## src/rtl/riscv_pkg.sv

```systemverilog
// Shared RV64 core constants and fetch-stage types.
package riscv_pkg;
  localparam int          XLEN     = 64;
  localparam int          ILEN     = 32;
  localparam logic [63:0] RESET_PC = 64'h0;

  typedef enum logic [1:0] {
    FETCH = 2'd0,
    FLUSH = 2'd1,
    HALT  = 2'd2
  } fetch_state_t;
endpackage

```

## src/rtl/fetch_buf.sv

```systemverilog
// Instruction buffer: small synchronous FIFO of {pc, instruction} pairs with flush.
module fetch_buf #(
  parameter int XLEN  = 64,
  parameter int DEPTH = 2,
  parameter int CW    = $clog2(DEPTH + 1)
) (
  input  logic                      clk,
  input  logic                      rst,
  input  logic                      push,
  input  logic                      pop,
  input  logic                      flush,
  input  logic [XLEN-1:0]           push_pc,
  input  logic [riscv_pkg::ILEN-1:0] push_inst,
  output logic                      valid,
  output logic [XLEN-1:0]           head_pc,
  output logic [riscv_pkg::ILEN-1:0] head_inst,
  output logic [CW-1:0]             count
);
  import riscv_pkg::*;

  localparam int PW = (DEPTH > 1) ? $clog2(DEPTH) : 1;

  logic [XLEN-1:0] pc_q   [DEPTH];
  logic [ILEN-1:0] inst_q [DEPTH];
  logic [PW-1:0]   rd_ptr;
  logic [PW-1:0]   wr_ptr;
  logic [CW-1:0]   count_q;

  function automatic logic [PW-1:0] ptr_inc(input logic [PW-1:0] p);
    return (p == PW'(DEPTH - 1)) ? '0 : p + PW'(1);
  endfunction

  assign valid     = (count_q != '0);
  assign count     = count_q;
  assign head_pc   = pc_q[rd_ptr];
  assign head_inst = inst_q[rd_ptr];

  always_ff @(posedge clk) begin
    if (rst || flush) begin
      rd_ptr  <= '0;
      wr_ptr  <= '0;
      count_q <= '0;
    end else begin
      if (push) wr_ptr <= ptr_inc(wr_ptr);
      if (pop)  rd_ptr <= ptr_inc(rd_ptr);
      count_q <= count_q + CW'(push) - CW'(pop);
    end
  end

  // Storage carries no reset; occupancy is governed by the pointers above.
  always_ff @(posedge clk) begin
    if (push && !flush) begin
      pc_q[wr_ptr]   <= push_pc;
      inst_q[wr_ptr] <= push_inst;
    end
  end

  always_ff @(posedge clk) begin
    if (!rst) begin
      assert (!(push && !pop && (count_q == CW'(DEPTH))));
    end
  end
endmodule

```

## src/rtl/fetch_stage.sv

```systemverilog
// RV64 instruction fetch: PC, memory request credit, stale-response dropping, redirect handling.
module fetch_stage #(
  parameter int              XLEN      = riscv_pkg::XLEN,
  parameter logic [XLEN-1:0] RESET_PC  = XLEN'(riscv_pkg::RESET_PC),
  parameter int              BUF_DEPTH = 2
) (
  input  logic            clk,
  input  logic            rst,
  output logic            imem_req_valid,
  input  logic            imem_req_ready,
  output logic [XLEN-1:0] imem_req_addr,
  input  logic            imem_resp_valid,
  input  logic [31:0]     imem_resp_data,
  output logic            inst_valid,
  input  logic            inst_ready,
  output logic [31:0]     inst_data,
  output logic [XLEN-1:0] inst_pc,
  input  logic            redirect_valid,
  input  logic [XLEN-1:0] redirect_base,
  input  logic [XLEN-1:0] redirect_imm,
  output logic            misalign_err
);
  import riscv_pkg::*;

  localparam int CW = $clog2(BUF_DEPTH + 1);

  fetch_state_t    state;
  logic [XLEN-1:0] pc;
  logic [XLEN-1:0] resp_pc;
  logic [CW-1:0]   outstanding;
  logic [CW-1:0]   drop_cnt;
  logic [CW-1:0]   count;
  logic [CW-1:0]   outstanding_nxt;
  logic [CW:0]     in_flight;
  logic [XLEN-1:0] target;
  logic            fire;
  logic            push;
  logic            pop;
  logic            redir;
  logic            dropping;

  // Credit: buffered + in-flight instructions never exceed the buffer size.
  assign in_flight      = {1'b0, count} + {1'b0, outstanding};
  assign imem_req_valid = !rst && (state == FETCH) && (in_flight < (CW+1)'(BUF_DEPTH));
  assign imem_req_addr  = pc;
  assign fire           = imem_req_valid && imem_req_ready;

  assign target   = redirect_base + (redirect_imm << 1);
  assign redir    = redirect_valid && (state != HALT);
  assign dropping = (drop_cnt != '0);
  assign push     = imem_resp_valid && !dropping && !redir && (state != HALT);
  assign pop      = inst_valid && inst_ready;

  assign outstanding_nxt = outstanding + CW'(fire) - CW'(imem_resp_valid);

  always_ff @(posedge clk) begin
    if (rst) begin
      state        <= FETCH;
      pc           <= RESET_PC;
      resp_pc      <= RESET_PC;
      outstanding  <= '0;
      drop_cnt     <= '0;
      misalign_err <= 1'b0;
    end else begin
      outstanding <= outstanding_nxt;
      if (redir) begin
        if (target[1]) begin
          state        <= HALT;
          misalign_err <= 1'b1;
        end else begin
          // Everything still in flight (including this cycle's fire) belongs to the old path.
          pc       <= target;
          resp_pc  <= target;
          drop_cnt <= outstanding_nxt;
          state    <= (outstanding_nxt != '0) ? FLUSH : FETCH;
        end
      end else begin
        if (fire) pc <= pc + XLEN'(4);
        if (push) resp_pc <= resp_pc + XLEN'(4);
        if (imem_resp_valid && dropping) begin
          drop_cnt <= drop_cnt - CW'(1);
          if ((state == FLUSH) && (drop_cnt == CW'(1))) state <= FETCH;
        end
      end
    end
  end

  fetch_buf #(
    .XLEN  (XLEN),
    .DEPTH (BUF_DEPTH),
    .CW    (CW)
  ) u_buf (
    .clk       (clk),
    .rst       (rst),
    .push      (push),
    .pop       (pop),
    .flush     (redir),
    .push_pc   (resp_pc),
    .push_inst (imem_resp_data),
    .valid     (inst_valid),
    .head_pc   (inst_pc),
    .head_inst (inst_data),
    .count     (count)
  );
endmodule
```

## config.mk

```make
export PLATFORM = sky130hd
export DESIGN_NAME = fetch_stage
export DESIGN_NICKNAME = d
export VERILOG_FILES = /design/src/rtl/riscv_pkg.sv /design/src/rtl/fetch_buf.sv /design/src/rtl/fetch_stage.sv
export SDC_FILE = /design/constraint.sdc
export NUM_CORES = 1
export LEC_CHECK = 0
export CORE_UTILIZATION = 48
export CTS_CLUSTER_DIAMETER = 120
export DETAILED_ROUTE_END_ITERATION = 12
export PLACE_DENSITY = 0.73
export SLEW_MARGIN = 30
export SYNTH_ARGS = -nofsm -noshare
export SYNTH_HDL_FRONTEND = slang
export SYNTH_HIERARCHICAL = 1
export SYNTH_SLANG_ARGS = --single-unit
```

## constraint.sdc

```tcl
create_clock -name clk -period 16.1 [get_ports clk]
set_clock_uncertainty 0.05 [all_clocks]
set_input_delay 1.61 -clock clk [delete_from_list [all_inputs] [get_ports clk]]
set_output_delay 1.61 -clock clk [all_outputs]
set_load 0.05 [all_outputs]
```

After elaboration in Yosys (flattened, before gate mapping)
Memory sizes are Yosys's and may differ from the RTL's. A register that Yosys moved wholly into a read port is not among the register bits.
Index checks and enable logic that the tools add are counted.
{"block": "totals", "elab_cells": 76, "ram_bits": 192, "reg_bits": 139, "in_bits": 166, "output_inout_bits": 163, "memories": 2}
{"memory": "u_buf.pc_q", "depth": 2, "width": 64, "rd": 1, "rd_clocked_by_memory_dff": 1, "write_ports": 1, "line_no": "fetch_buf.sv:23", "rtl": "logic [XLEN-1:0] pc_q [DEPTH];"}
{"memory": "u_buf.inst_q", "depth": 2, "width": 32, "rd": 1, "rd_clocked_by_memory_dff": 1, "write_ports": 1, "line_no": "fetch_buf.sv:24", "rtl": "logic [ILEN-1:0] inst_q [DEPTH];"}
{"block": "classes", "n_eq_ne": 4, "addsub": 11, "order_cmp": 1, "reduce_logical": 28, "n_mux": 21}
{"cell": "64-bit two-way mux", "count": 5}
{"cell": "64-bit by 3-bit adder with 64-bit output (second input constant)", "count": 2}
{"cell": "64-bit adder", "count": 1}
{"cell": "2-bit two-way mux", "count": 7}
{"cell": "2-bit nonzero test", "count": 7}
{"cell": "1-bit logical AND", "count": 11}
{"cell": "2-bit AND reduction", "count": 5}
{"cell": "1-bit two-way mux", "count": 9}
{"cell": "2-bit by 1-bit adder with 2-bit output", "count": 2}
{"cell": "2-bit by 1-bit == test with 1-bit output (second input constant)", "count": 2}
{"cell": "2-bit inequality test (second input constant)", "count": 2}
{"cell": "2-bit by 1-bit subtractor with 2-bit output", "count": 2}
{"cell": "2-bit by 2-bit adder with 3-bit output", "count": 1}
{"cell": "1-bit zero test", "count": 3}
{"cell": "3-bit by 2-bit less-than comparator with 1-bit output (second input constant)", "count": 1}
{"cell": "1-bit adder (second input constant)", "count": 2}
{"cell": "2-bit zero test", "count": 1}
{"cell": "2-bit by 1-bit subtractor with 2-bit output (second input constant)", "count": 1}
{"cell": "1-bit logical OR", "count": 1}

Longest topological paths before layout
Gate-level depths: netlist (run 1).
{"block": "depth", "ltp_word": 10, "mapped_depth": 13, "depth_no_buf": 13}

Hierarchy
The synthesis (run 1) kept the hierarchy.
{"mod": "fetch_stage", "instances": 1, "area_each_um2": 12075.3, "seq_area_each_um2": 2662.6, "cells_each": 1753}
{"mod": "fetch_buf", "instances": 1, "area_each_um2": 7347.0, "seq_area_each_um2": 5865.6, "cells_each": 319}

Worst setup path after synthesis (run 1)
Ideal clock, no wire load.
{"block": "synth_path", "kind": "input-to-reg", "from": "input redirect_valid", "to": "memory u_buf.inst_q[1][0] (enable)", "slack_ns": 5.822, "n_path_buf": 3, "arrival_time_ns": 9.540, "cell_stages": 6, "setup_ns": 0.688, "t_required_ns": 15.362, "cell_sequence": "nand2_1 -> inv_2 -> clkbuf_1 -> buf_1 -> buf_1 -> nor3b_1"}
{"block": "synth_between", "elab_chain_len": 7}
{"element": "from (decl)", "line_no": "fetch_stage.sv:18", "rtl": "input logic redirect_valid,"}
{"element": "1-bit logical AND *", "line_no": "fetch_stage.sv:49", "rtl": "assign redir = redirect_valid && (state != HALT);"}
{"element": "net redir", "line_no": "fetch_stage.sv:39", "rtl": "logic redir;"}
{"element": "1-bit zero test *", "line_no": "fetch_buf.sv:52, fetch_stage.sv:51"}
{"element": "1-bit logical AND (2 in series)", "line_no": "fetch_stage.sv:51", "rtl": "assign push = imem_resp_valid && !dropping && !redir && (state != HALT);"}
{"element": "1-bit logical AND *", "line_no": "fetch_buf.sv:52", "rtl": "if (push && !flush) begin"}
{"element": "1-bit two-way mux *", "line_no": "fetch_buf.sv:52"}
{"element": "1-bit two-way mux (not written as such) *", "line_no": "fetch_buf.sv:54", "rtl": "inst_q[wr_ptr] <= push_inst;"}
{"element": "to (decl)", "line_no": "fetch_buf.sv:24"}
Mark *: on every way through the listed nets, which the timed path passes. The rest lies on a longest branch.

Final worst setup path (run 1)
{"block": "layout_path", "from": "input rst", "to": "output imem_req_valid"}
{"block": "layout_between", "elab_chain_len": 3}
{"element": "from (decl)", "line_no": "fetch_stage.sv:8", "rtl": "input logic rst,"}
{"element": "1-bit zero test"}
{"element": "1-bit logical AND (2 in series)", "line_no": "fetch_stage.sv:44", "rtl": "assign imem_req_valid = !rst && (state == FETCH) && (in_flight < (CW+1)'(BUF_DEPTH));"}
{"element": "to (decl)", "line_no": "fetch_stage.sv:9", "rtl": "output logic imem_req_valid,"}
Every way passes these cells.

==> metrics, run 1 <==
worst vdd rail ir drop 0.0507 mV; Slew @ Worst Pin 0.956 ns; Critical Path RT 14.44 ns; critical path class in2out; CP delay by family, top buffers and inverters; largest area contributor in the netlist edfxtp_1; Min-Delay Path Class reg2reg; CP cell instances buf_4, or4_1, nor2_1, clkdlybuf4s50_1; nets 2576; clk sinks 330; crit path launch type input port; setup TNS 0 ns; Post-synth EDFFs 192; Initial Util 48.8%; router iterations before antenna repair 5; DP Area 23000 um2; Tmin final 5.05 ns; critical path buffer and inverter count 2; share of the synthesized area in the top cell type 29.7%; most frequent cell after synthesis nand2_1; cts repair resizes 0; leak pwr 8.32 nW; hold_buf cts 0; first-pass GRT wire length 89.3 mm; Site Rows 73; FF+latch count, synth 330; TritonCTS clock tree yes; core area 39800 um2; post-synth cell types 94; n_diodes 0; top cells by area, synth edfxtp_1 (30%), dfxtp_1 (14%), o21ai_0 (4.6%), a21oi_1 (4.5%), nand2_1 (4.5%); Post-CTS Setup Inserts 0; antenna-violating nets left 0; Syn-to-layout area delta 23.9%; Die Y 203 um; Slew Viols, Final 0; Tcrit/Tclk final 31.4%; antenna violations before repair 0; sequential share of the synthesized area 43.9%; PortBufs 326; final setup vio count 0; relative slew slack 35.4%; max_cap viols 0; Num CTS Buffers 34; GR Overflow Total 0; crit-path max cell delay 0.85 ns; synthesized cell area 19400 um2; CP max stage cell clkdlybuf4s50_1; share of layout cells above drive strength 1 8.84%; Design Area, Final 24100 um2; First DRT Iteration DRCs 1485; RD Place Congestion 0.890; I/O Pins 329; outcome completed; # DRC 0; Crit Path Max Fanout 34; Fin. Hold Viols 0; mean post-synth cell area 9.37 um2; H-tree depth 2; largest net degree at the start of global routing 95; dpl hpwl 41.9 mm; PwrDens 97.0 nW/um2; Clock Latency Late Sink 0.52 ns; total track usage 27.2%; Ys Warns 6; Die Width 203 um; die area 41300 um2; ys flop type edfxtp_1; Achievable Freq 198 MHz; Root Driver clkbuf_16; final WL 57.7 mm; Worst-path clk slew 0.06 ns; Vias 17.5k; critical path endpoint category output port; WL/cell 20.0 um; Synth top cells by count nand2_1 (234), edfxtp_1 (192), o21ai_0 (180); Avg Vias per Cell 6.05; Async S/R FF share, synth 0%; Max clock buf depth 3; Syn Inst Count 2072; number of global-route vias before repair 16.3k; RSZ-0062 raised after global routing false; worst path arrival time 3.39 ns
## metal layers
metal	up-vias	part of all wire (%)	global-route usage, %	wire, um
met5	-	0	0	0
met4	0	2.4	8.00	1410
met3	96	8.8	5.24	5070
met2	783	44	42.1	25600
met1	8274	44	38.4	25600
li1	8319	-	-	-
## worst min-delay path: cells and delay by family, from the launching register on
kind	cells	cell delay, ns
and+or+nand+nor	1	0.07
AOI/OAI and AO/OA	1	0.05
DFF	1	0.33
## cells in the final DEF (no fill, tap or decap), types with 19 or more instances in the layout
master	n
a211oi_1	31
a21o_1	39
a21oi_1	176
a22oi_1	20
a31oi_1	25
and3_1	25
clkbuf_16	35
clkdlybuf4s50_1	325
dfxtp_1	137
edfxtp_1	192
ha_1	70
inv_1	39
mux2_2	56
mux2_4	40
nand2_1	231
nand3_1	70
nand4_1	48
nor2_1	159
nor3_1	58
nor4_1	26
o21ai_0	180
o22ai_1	19
o31ai_1	19
or3_1	20
xnor2_1	31
xor2_1	25
## report_power, final
group	total, W	leakage [nW]	switching [W]	internal (W)
clock	0.000768	0.526	0.000321	0.000447
sequential	0.000983	2.86	0.0000473	0.000936
combinational	0.000583	4.93	0.000370	0.000213
## final timing paths
path                            slack (ns)           endpoint  cells past startpoint           start
worst max-delay path                 11.05     imem_req_valid                      4             rst
worst min-delay path                  0.43       misalign_err                      2    misalign_err
worst max register to register       12.25  imem_req_addr[41]                     11  outstanding[0]
worst min register to register        0.43       misalign_err                      2    misalign_err
## stage by stage
step	setup WS, ns	util [%]	hold slack (ns)	instances	total power [W]
after floorplan	5.82	-	0.374	2074	0.00137
after global placement	10.63	57.7	0.402	2827	0.00156
after detailed placement	10.58	57.7	0.416	2827	0.00157
after CTS	11.08	60.4	0.429	2888	0.00234
after global routing	10.82	60.4	0.457	2888	0.00243
final	11.05	60.4	0.428	2888	0.00233
## registers in the layout (all words and copies together) (netlist names), named ones only
signal and count:
imem_req_addr 63, misalign_err 1, u_buf/pc_q 128, u_buf/rd_ptr 1
state 2, outstanding 2, u_buf/inst_q 64, resp_pc 63
u_buf/wr_ptr 1, u_buf/count 2, drop_cnt 2
## cell type report
| type | instances | area [um2] |
|---|---|---|
| clock inverter | 15 | 138 |
| tap | 525 | 657 |
| multi-input combinational | 1589 | 10200 |
| sequential | 330 | 8530 |
| clock buffer | 46 | 947 |
| inverter | 41 | 156 |
| fill | 3444 | 15800 |
| timing repair buffer | 342 | 3400 |
## cells by family (layout without fill, tap and decap cells)
group                      count (synthesis)  count (layout)  share of synthesized area (%)
DFF                                      330             330                           43.9
and+or+nand+nor                          731             731                           18.6
muxes                                    104             104                           6.75
adders and majority gates                 72              72                           4.72
xor gates and xnor gates                  57              57                           2.64
other                                      1               3                         0.0193
AOI/OAI and AO/OA                        622             622                           19.9
buffers and inverters                    155             444                           3.51
Note: power is estimated with default switching activity, not from simulation.
==> run 2, diff against run 1 <==
==> constraint.sdc (replaced) <==
create_clock -name clk -period 5.2 [get_ports clk]
set_clock_uncertainty 0.05 [all_clocks]
set_input_delay 0.52 -clock clk [delete_from_list [all_inputs] [get_ports clk]]
set_output_delay 0.52 -clock clk [all_outputs]
set_load 0.05 [all_outputs]
==> run 2 against run 1 <==
Wire length about the same. Critical path type is now in2reg. Largest power group unchanged. Critical path depth increased by 10. Clock-buffer cell count down 9.
==> metrics, run 2 (synthesized netlist as in run 1, its figures left out) <==
antenna violations before repair 0; worst path arrival time 4.17 ns; Vias 17.4k; largest net degree at the start of global routing 201; final WL 57.7 mm; most flop-heavy register u_buf/pc_q; Avg Vias per Cell 6.00; Slew @ Worst Pin 0.895 ns; die area 41300 um2; First DRT Iteration DRCs 1304; switching share of total power 30.9%; Die Y 203 um; CP delay by family, top compound AO/OA/AOI/OAI gates; dpl hpwl 43.0 mm; R2R setup slack 1.73 ns; GR Overflow Total 0; NetSw 0.00226 W; nets 2581; outcome completed; I/O Pins 329; Post-CTS Setup Inserts 0; crit-path max cell delay 0.49 ns; clk sinks 330; leak pwr 8.39 nW; Logic pwr share 24.9%; dpl cells 2836; Post-Layout Cell Count 2892; H-tree depth 1; RSZ-0062 raised after global routing false; Fin. Hold Viols 0; registers with the most flip-flops u_buf/pc_q x128, u_buf/inst_q x64; Syn-to-layout area delta 24.9%; PwrDens 301 nW/um2; number of global-route vias before repair 16.3k; cts repair resizes 0; clock group share of total power 33.4%; Achievable Freq 263 MHz; core area 39800 um2; internal power 0.00504 W; total track usage 27.0%; Site Rows 73; n_diodes 0; Num CTS Buffers 30; Clock Latency Late Sink 0.56 ns; Sequential Power Share 41.7%; CP startpoint redirect_base[1]; critical path class in2reg; share of layout cells above drive strength 1 9.08%; PortBufs 326; WL/cell 19.9 um; worst vdd rail ir drop 0.190 mV; Min-Delay Path Class in2reg; commonest cells after routing, fill and taps aside clkdlybuf4s50_1 (325), nand2_1 (231), edfxtp_1 (192); hold_buf cts 0; relative slew slack 39.6%; Max clock buf depth 3; R2R Path Start outstanding[0]; Critical Path RT 5.57 ns; critical path buffer and inverter count 2; max FFs per register 128; CP cell instances clkdlybuf4s50_1, ha_1, inv_1, fa_1, nor2b_1, o2111a_1, nor2_1, o41ai_2, nand3_1, a31oi_1, mux2i_1, o311ai_0, o21ai_0, a21oi_1; antenna-violating nets left 0; Worst-path clk slew 0.07 ns; Crit Path Max Fanout 3; Root Driver clkbuf_16; setup TNS 0 ns; Initial Util 48.8%; Tmin final 3.81 ns; TritonCTS clock tree yes; critical path endpoint category flop; max_cap viols 0; crit path launch type input port; Die Width 203 um; commonest non-fill, non-tap cell in the layout clkdlybuf4s50_1; CP max stage cell o41ai_2; Tcrit/Tclk final 73.3%; first-pass GRT wire length 89.1 mm; hold_sp rst; final setup vio count 0; # DRC 0; router iterations before antenna repair 8; Slew Viols, Final 0; RD Place Congestion 0.910
## run 2: changes by cell type in the layout (fill, tap and decap cells not counted), sizes merged
cell / before / now
buf: 17 / 26
clkbuf: 46 / 37
bufinv: 2 / 7
clkinv: 10 / 9
clkinvlp: 3 / 4
inv: 41 / 40
## run 2: per-stage QoR
stage	setup slack [ns]	util [%]	cell area, um2	hold slack, ns	total power [W]
2_1_floorplan	0.720	-	19500	0.374	0.00423
3_3_place_gp	0.889	58.1	23100	0.404	0.00485
3_5_place_dp	0.840	58.2	23200	0.429	0.00488
4_1_cts	1.42	60.9	24300	0.294	0.00732
5_1_grt	1.22	60.9	24300	0.323	0.00759
6_report	1.39	60.9	24300	0.319	0.00730
## run 2: path summary, 6_finish.rpt
path / endpoint / cells past startpoint
setup / recovery: imem_req_addr[51] / 14
hold / removal: resp_pc[26] / 2
setup reg to reg: imem_req_addr[41] / 12
hold reg to reg: imem_req_addr[0] / 2
## run 2: layer usage
layer	part of all wire, %	global-route usage [%]	vias up
met1	45	38.4	8230
li1	-	-	8325
met5	0	0	-
met3	8.1	4.19	81
met2	45	42.5	730
met4	2.3	7.71	0
## run 2: final cells by class
| type | instances | area, um2 |
|---|---|---|
| timing repair buffer | 351 | 3560 |
| clock inverter | 19 | 273 |
| clock buffer | 37 | 828 |
| sequential | 330 | 8530 |
| fill | 3456 | 15600 |
| inverter | 41 | 156 |
| multi-input combinational | 1589 | 10200 |
| tap | 525 | 657 |
## run 2: power by group through the flow
stage          Sequential [W]  Combinational, W  Clock [W]
5_1_grt               0.00306           0.00195    0.00258
2_1_floorplan         0.00317           0.00106          0
3_3_place_gp          0.00309           0.00176          0
6_report              0.00304           0.00182    0.00244
4_1_cts               0.00304           0.00180    0.00248
3_5_place_dp          0.00309           0.00179          0
==> run 3, diff against run 2 <==
--- a/config.mk
+++ b/config.mk
@@ -8,7 +8,7 @@
 export CORE_UTILIZATION = 48
 export CTS_CLUSTER_DIAMETER = 120
 export DETAILED_ROUTE_END_ITERATION = 12
-export PLACE_DENSITY = 0.73
+export PLACE_DENSITY = 0.76
 export SLEW_MARGIN = 30
 export SYNTH_ARGS = -nofsm -noshare
 export SYNTH_HDL_FRONTEND = slang
==> constraint.sdc (replaced) <==
create_clock -name clk -period 3.36 [get_ports clk]
set_clock_uncertainty 0.05 [all_clocks]
set_input_delay 0.336 -clock clk [delete_from_list [all_inputs] [get_ports clk]]
set_output_delay 0.336 -clock clk [all_outputs]
set_load 0.05 [all_outputs]
==> run 3 against run 2 <==
Via count up 5.0%. First-iteration DRC count up 22%. Register-to-register slack worse by 1.6 ns. Final cell count up 5.9%. Largest power group unchanged. Highest routed layer unchanged. Wire length up 4.7%. Die area unchanged. Clock power up 45%. Sequential power up 55%. Sequential share of layout area down 1.8 points. Utilization up 3.3 points. Critical path depth down 3. Cell area up 5.4%.
==> metrics, run 3 (synthesized netlist as in run 1, its figures left out) <==
outcome completed; dpl cells 3009; Root Driver clkbuf_16; Die Width 203 um; registers with the most flip-flops u_buf/pc_q x128, u_buf/inst_q x64; Die Y 203 um; max FFs per register 128; TritonCTS clock tree yes; Worst-path clk slew 0.07 ns; share of layout cells above drive strength 1 15.7%; total track usage 28.3%; hold_buf cts 0; relative slew slack 32.0%; commonest non-fill, non-tap cell in the layout clkdlybuf4s50_1; Tmin final 3.20 ns; clock group share of total power 31.1%; Slew @ Worst Pin 1.02 ns; Initial Util 48.8%; CP max stage cell or4_4; NetSw 0.00361 W; PortBufs 326; n_diodes 0; worst path arrival time 3.55 ns; switching share of total power 31.7%; antenna-violating nets left 0; min setup slack post-route 0.161 ns; critical path class reg2reg; die area 41300 um2; fillers 3364; commonest cells after routing, fill and taps aside clkdlybuf4s50_1 (324), nand2_1 (231), edfxtp_1 (192); final setup vio count 0; Num CTS Buffers 31; internal power 0.00776 W; First DRT Iteration DRCs 1589; WL/cell 19.7 um; cell mode on critical path nand2_1; final WL 60.4 mm; most flop-heavy register u_buf/pc_q; Setup WS pre-CTS -0.381 ns; CP startpoint resp_pc[2]; RSZ-0062 raised after global routing false; H-tree depth 1; I/O Pins 329; Syn-to-layout area delta 31.6%; Vias 18.2k; leak pwr 9.20 nW; GR Overflow Total 0; clk sinks 330; dpl hpwl 46.1 mm; crit path launch type flop; Site Rows 73; number of global-route vias before repair 17.1k; Achievable Freq 313 MHz; worst vdd rail ir drop 0.364 mV; Logic pwr share 27.5%; Tcrit/Tclk final 95.2%; Min-Delay Path Class in2reg; max_cap viols 0; router iterations before antenna repair 5; nets 2755; critical path endpoint category flop; # DRC 0; core area 39800 um2; Post-Layout Cell Count 3064; Fin. Hold Viols 0; Slew Viols, Final 0; CP cell instances ha_1, and3_1, and2_1, nand2_1, or4_4, nor3_4, nand3_4, o21ai_0, nand2_1, a221oi_1, nor3_1; Avg Vias per Cell 5.95; Max clock buf depth 3; hold_sp rst; largest net degree at the start of global routing 88; RD Place Congestion 0.969; Post-CTS Setup Inserts 0; first-pass GRT wire length 93.5 mm; R2R Path Start resp_pc[2]; crit-path max cell delay 0.62 ns; Critical Path RT 3.71 ns; Crit Path Max Fanout 10; antenna violations before repair 0; Sequential Power Share 41.4%; PwrDens 445 nW/um2; Clock Latency Late Sink 0.57 ns
[run 3: changes by cell type in the layout (fill, tap and decap cells not counted), sizes merged]
cell           delta
inv               +3
clkdlybuf4s50     -1
clkinvlp          +2
buf             +173
clkbuf            -3
bufinv            -3
dlygate4sd2       +1
[run 3: stage by stage]
stage / instance area (um2) / TNS, ns / utilization, % / power (W) / hold slack, ns
2_1_floorplan: 19500 / -125.16 / - / 0.00657 / 0.362
3_3_place_gp: 24500 / -7.45 / 61.6 / 0.00782 / 0.404
3_5_place_dp: 24500 / -10.99 / 61.6 / 0.00787 / 0.413
4_1_cts: 25500 / 0 / 64.2 / 0.0114 / 0.268
5_1_grt: 25600 / 0 / 64.2 / 0.0118 / 0.284
6_report: 25600 / 0 / 64.2 / 0.0114 / 0.295
[run 3: worst max-delay path, delay by kind of cell, from the launching register on]
kind            cells  cell delay, ns
compound gates      2            0.49
fa+ha+maj           1            0.25
flops               1            0.45
simple gates        8            1.79
[run 3: final timing paths]
path	slack, ns	to	cells after the start
min reg2reg	0.43	misalign_err	2
max reg2reg	0.16	resp_pc[52]	11
max	0.16	resp_pc[52]	11
min	0.30	outstanding[0]	3
[run 3: routing by layer]
layer  GRT usage [%]  wire (um)
met4            8.70       1630
met5               0          0
met1            40.8      26700
met3            3.87       5300
met2            44.0      26700
[run 3: what timing repair did]
action / CTS / global route
pin swaps: 0 / 0
endpoints found under the setup margin: 1 / 4
gates resized for setup: 1 / 3
[run 3: power by group through the flow]
| stage | clock network (W) | registers (W) | logic (W) |
|---|---|---|---|
| 2_1_floorplan | 0 | 0.00491 | 0.00167 |
| 3_3_place_gp | 0 | 0.00477 | 0.00305 |
| 3_5_place_dp | 0 | 0.00479 | 0.00308 |
| 4_1_cts | 0.00358 | 0.00470 | 0.00310 |
| 5_1_grt | 0.00374 | 0.00473 | 0.00334 |
| 6_report | 0.00353 | 0.00471 | 0.00313 |
[run 3: cell type report]
| type | instances | area, um2 | share of cell area (%) |
|---|---|---|---|
| Multi-Input combinational cell | 1589 | 10300 | 40.3 |
| Timing Repair Buffer | 524 | 4910 | 19.2 |
| Clock buffer | 34 | 787 | 3.08 |
| Tap cell | 525 | 657 | 2.57 |
| Inverter | 41 | 161 | 0.631 |
| Sequential cell | 330 | 8530 | 33.4 |
| Clock inverter | 21 | 224 | 0.876 |
